===== config.mk =====
export PLATFORM = sky130hd
export DESIGN_NAME = rr_grant_ctrl
export DESIGN_NICKNAME = d
export VERILOG_FILES = /design/src/rtl/rr_grant_ctrl.sv
export SDC_FILE = /design/constraint.sdc
export NUM_CORES = 1
export LEC_CHECK = 0
export ABC_AREA = 0
export BUFFER_PORTS_ARGS = -buffer_cell sky130_fd_sc_hd__buf_2
export CAP_MARGIN = 30
export CORE_MARGIN = 2
export CORE_UTILIZATION = 47
export CTS_BUF_LIST = sky130_fd_sc_hd__clkbuf_4 sky130_fd_sc_hd__clkbuf_8
export CTS_CLUSTER_DIAMETER = 50
export DETAILED_ROUTE_END_ITERATION = 8
export GPL_ROUTABILITY_DRIVEN = 0
export PLACE_DENSITY = 0.77
export SETUP_SLACK_MARGIN = 0.1
export SLEW_MARGIN = 25
export SYNTH_ARGS = -nofsm -noshare
export SYNTH_HDL_FRONTEND = slang
export SYNTH_SLANG_ARGS = --single-unit
export TNS_END_PERCENT = 5

===== constraint.sdc =====
create_clock -name clk -period 1.9 [get_ports clk]
set_input_delay 0.095 -clock clk [delete_from_list [all_inputs] [get_ports clk]]
set_output_delay 0.095 -clock clk [all_outputs]
set_load 0.01 [all_outputs]

===== src/rtl/rr_grant_ctrl.sv =====
// rr_grant_ctrl: round-robin grant controller for one shared resource.
// Each grant is followed by a fixed busy phase and a one-cycle cool-down
// before requests are sampled again. All outputs are registered.
module rr_grant_ctrl #(
    parameter int unsigned NREQ        = 4,
    parameter int unsigned BUSY_CYCLES = 2,
    parameter int unsigned CNT_W       = 16
) (
    input  logic                    clk,
    input  logic                    rst_n,
    input  logic [NREQ-1:0]         req,
    output logic [NREQ-1:0]         gnt,
    output logic                    busy,
    output logic [$clog2(NREQ)-1:0] owner,
    output logic [CNT_W-1:0]        grant_cnt
);

    localparam int unsigned PTR_W  = $clog2(NREQ);
    localparam int unsigned BCNT_W = 4;

    localparam logic [1:0] S_IDLE  = 2'd0;
    localparam logic [1:0] S_GRANT = 2'd1;
    localparam logic [1:0] S_BUSY  = 2'd2;
    localparam logic [1:0] S_COOL  = 2'd3;

    logic [1:0]        state;
    logic [1:0]        state_nxt;
    logic [PTR_W-1:0]  ptr;
    logic [PTR_W-1:0]  ptr_nxt;
    logic [BCNT_W-1:0] bcnt;
    logic [BCNT_W-1:0] bcnt_nxt;
    logic [NREQ-1:0]   gnt_nxt;
    logic              busy_nxt;
    logic [PTR_W-1:0]  owner_nxt;
    logic [CNT_W-1:0]  cnt_nxt;

    logic              win_found;
    logic [PTR_W-1:0]  win_idx;
    int unsigned       idx_sum;

    // Winner search: first set request at or above ptr, wrapping to 0.
    always_comb begin
        win_found = 1'b0;
        win_idx   = '0;
        idx_sum   = 0;
        for (int unsigned i = 0; i < NREQ; i++) begin
            idx_sum = int'(ptr) + i;
            if (idx_sum >= NREQ) begin
                idx_sum = idx_sum - NREQ;
            end
            if (!win_found && req[PTR_W'(idx_sum)]) begin
                win_found = 1'b1;
                win_idx   = PTR_W'(idx_sum);
            end
        end
    end

    // Next-state and next-output logic; req only matters in IDLE.
    always_comb begin
        state_nxt = state;
        ptr_nxt   = ptr;
        bcnt_nxt  = bcnt;
        gnt_nxt   = '0;
        busy_nxt  = 1'b0;
        owner_nxt = owner;
        cnt_nxt   = grant_cnt;
        case (state)
            S_IDLE: begin
                if (win_found) begin
                    state_nxt = S_GRANT;
                    gnt_nxt   = NREQ'(1) << win_idx;
                    owner_nxt = win_idx;
                    ptr_nxt   = (win_idx == PTR_W'(NREQ - 1)) ? '0 : win_idx + PTR_W'(1);
                    if (grant_cnt != '1) begin
                        cnt_nxt = grant_cnt + CNT_W'(1);
                    end
                end
            end
            S_GRANT: begin
                state_nxt = S_BUSY;
                busy_nxt  = 1'b1;
                bcnt_nxt  = BCNT_W'(BUSY_CYCLES);
            end
            S_BUSY: begin
                if (bcnt <= BCNT_W'(1)) begin
                    state_nxt = S_COOL;
                    bcnt_nxt  = '0;
                end else begin
                    busy_nxt = 1'b1;
                    bcnt_nxt = bcnt - BCNT_W'(1);
                end
            end
            S_COOL: begin
                state_nxt = S_IDLE;
            end
            default: begin
                state_nxt = S_IDLE;
            end
        endcase
    end

    // State and output registers; reset clears everything immediately.
    always_ff @(posedge clk or negedge rst_n) begin
        if (!rst_n) begin
            state     <= S_IDLE;
            ptr       <= '0;
            bcnt      <= '0;
            gnt       <= '0;
            busy      <= 1'b0;
            owner     <= '0;
            grant_cnt <= '0;
        end else begin
            state     <= state_nxt;
            ptr       <= ptr_nxt;
            bcnt      <= bcnt_nxt;
            gnt       <= gnt_nxt;
            busy      <= busy_nxt;
            owner     <= owner_nxt;
            grant_cnt <= cnt_nxt;
        end
    end

endmodule


==> results.py <==
metrics = {
    "timing": {
        "grt_setup_unrepaired": "yes",
        "maxSlewViolCount": 0,
        "final.setup_skew_ps": 16.4,
        "tightestPinTransition_ps": 692,
        "setup_tns_ps": 0,
        "setup_violations": 0,
        "fmax_ghz": 0.574,
        "fin_crit_sh_pct": 91.7,
        "slew_headroom_pct": 53.8,
        "fin_crit_ps": 1740,
        "timing.hold.ws_ps": 300,
        "hold_violations": 0,
    },
    "setup_path": {
        "worstPathArrival_ps": 1960,
        "path_max_fanout": 7,
        "critPathKind": "flip-flop to flip-flop",
        "cp-start-kind": "flip-flop",
        "endpoint_kind": "flip-flop",
        "cp.required_ps": 2120,
    },
    "synthesis": {
        "synth_seq_area_share_pct": 48.0,
        "synth_nets": 163,
        "synth_async_sr_flop_share_pct": 100,
        "post_synth_num_cell_types": 35,
        "yosys_register_bits": 31,
        "synth_edf_count": 0,
        "syn_avg_cell_area_um2": 11.0,
        "synth_top_area_share_pct": 48.0,
        "synth.most_common_cell": "dfrtp_1",
        "yosys_warnings": 0,
        "syn_inst": 147,
        "yosysTopAreaCell": "dfrtp_1",
        "synth_area_leaders": "dfrtp_1 48%, ha_1 7.7%, xnor2_1 4.9%",
        "synth_area_mm2": 0.00162,
        "yosys-top-cells-count": "31 x dfrtp_1, 11 x nand2_1, 10 x ha_1",
        "synthFlopType": "dfrtp_1",
    },
    "clocking": {
        "htreeDepth": 2,
        "clock-sinks": 31,
        "cts-buffers-inserted": 5,
        "cts.reportedPaths.clkPinSlew_ps": 100,
        "cts_buffer_depth": 2,
        "tritoncts": "built",
        "clk_latency_ps": 340,
        "cts_root_buffer": "clkbuf_4",
    },
    "global_route": {
        "grt_start_max_net_pins": 32,
        "antenna_found_initial": 0,
        "grt_pass1_wl_um": 5230,
        "grt_overflow": 0,
        "grt_util_all_layers_pct": 16.9,
        "grt_pass1_vias": 1164,
    },
    "power_and_ir_drop": {
        "clockPowerShare_pct": 19.8,
        "sw_frac_of_total_pct": 36.9,
        "internal_power_mw": 1.73,
        "pwr-share-seq_pct": 37.4,
        "leakagePower_nw": 0.986,
        "p_switching_mw": 1.01,
        "comb_power_share_pct": 42.7,
        "ir_drop_mv": 0.758,
        "p_per_area_mw_per_mm2": 1370,
    },
    "drt": {
        "drtIter0Drc": 43,
        "routed_wl_um": 3190,
        "viasPerCell": 5.39,
        "drt_pass1_iterations": 4,
        "detail-route-antenna-nets": 0,
        "wl_per_cell_um": 13.3,
        "drc_errors": 0,
        "vias": 1294,
    },
    "place": {
        "dp.cells": 228,
        "port_buffers": 28,
        "placedInstanceArea_mm2": 0.00187,
        "dp_hpwl_um": 2350,
    },
    "die": {
        "die_h_um": 62.6,
        "rows": 21,
        "design.core.area_mm2": 0.00331,
        "ioPinCount": 29,
        "start_util_pct": 48.8,
        "die_w_um": 62.6,
        "dieArea_mm2": 0.00392,
    },
    "layout": {
        "fin_nets": 209,
        "area_growth_pct": 23.2,
        "n_antenna_cell": 0,
        "final_core_util_pct": 60.1,
        "finalInstanceArea_mm2": 0.00199,
        "layoutNonFillerInstCount": 240,
        "drive_gt1_share_pct": 27.8,
    },
    "min_path": {
        "min_path_type": "primary input to flip-flop",
    },
    "status": {
        "status": "complete, no violations",
    },
    "flow_run": {
        "drv_cap": 0,
    },
}
==> power by group through the flow <==
stage          Sequential, mW  Clock, mW  Combinational [mW]
3_5_place_dp             1.03          0                1.13
3_3_place_gp             1.02          0                1.08
6_report                 1.02      0.542                1.17
4_1_cts                  1.02      0.560                1.15
2_1_floorplan            1.08          0               0.687
5_1_grt                  1.05      0.588                1.30
==> sequential cells by signal, summed over array words and instances (netlist names) <==
signal / flops
grant_cnt: 16
state: 2
owner: 2
busy: 1
bcnt: 4
gnt: 4
ptr: 2
==> cell families after synthesis <==
logic type | Yosys count | share of synthesized area [%]
compound gates | 24 | 12.9
xor+xnor | 14 | 7.59
fa+ha+maj | 10 | 7.75
buf+inv | 10 | 2.32
flops | 31 | 48.0
mux | 5 | 3.56
simple gates | 53 | 17.9
==> placed cells by master (no fill, tap or decap), drive strengths merged, types with 5 or more instances in the layout <==
cell type   n
a21oi       5
nor2        6
nand3       7
clkbuf      6
nor3        6
xnor2       9
nand4       8
buf        39
nand2      11
ha         10
inv         9
xor2        5
dfrtp      31
==> final timing paths <==
path                                      start                         to  slack, ps  depth (start not counted)
setup / recovery           state[1]$_DFFE_PN0P_   grant_cnt[9]$_DFFE_PN0P_        160                          8
hold / removal                           req[3]       owner[1]$_DFFE_PN0P_        300                          3
setup reg to reg           state[1]$_DFFE_PN0P_   grant_cnt[9]$_DFFE_PN0P_        160                          8
hold reg to reg            owner[1]$_DFFE_PN0P_       owner[1]$_DFFE_PN0P_        500                          2
max in group asynchronous                 rst_n        bcnt[0]$_DFFE_PN0P_       1110                          2
min in group asynchronous                 rst_n  grant_cnt[10]$_DFFE_PN0P_        330                          2
==> worst max-delay path, cell delays in order (launching register included) <==
cell and delay [ps]:
dfrtp_1 410, inv_1 90, ha_2 230, o41ai_4 100
buf_4 170, nor3_1 180, buf_4 160, nand4_1 130
xnor2_1 160
==> through the flow <==
stage	total power, mW	setup WS, ps
finish	2.73	158
global route	2.94	26.3
CTS	2.73	125
detailed placement	2.16	116
global placement	2.10	186
floorplan	1.76	126
==> what timing repair did <==
action | CTS | global route
hold buffers | 1 | 0
pin swaps | 0 | 2
buffers inserted | 1 | 2
resized for setup | 0 | 1
setup endpoints to repair | 2 | 11
hold endpoints to repair | 31 | 0
==> layout make-up <==
cell class	instances	area (um2)
clock buffer	6	51.3
clock inverter	2	35.0
fill	292	1320
inverter	9	33.8
multi-input combinational	106	805
sequential	31	776
tap	46	57.6
timing repair buffer	40	233
==> per-layer routing <==
metal / vias up / track usage, % / share of wire, %
met5: - / 0 / 0
met4: 0 / 5.00 / 1.2
met3: 6 / 6.13 / 5.5
met2: 45 / 28.0 / 51
met1: 621 / 20.6 / 42
li1: 622 / - / -
Note: power is estimated with default switching activity, not from simulation.
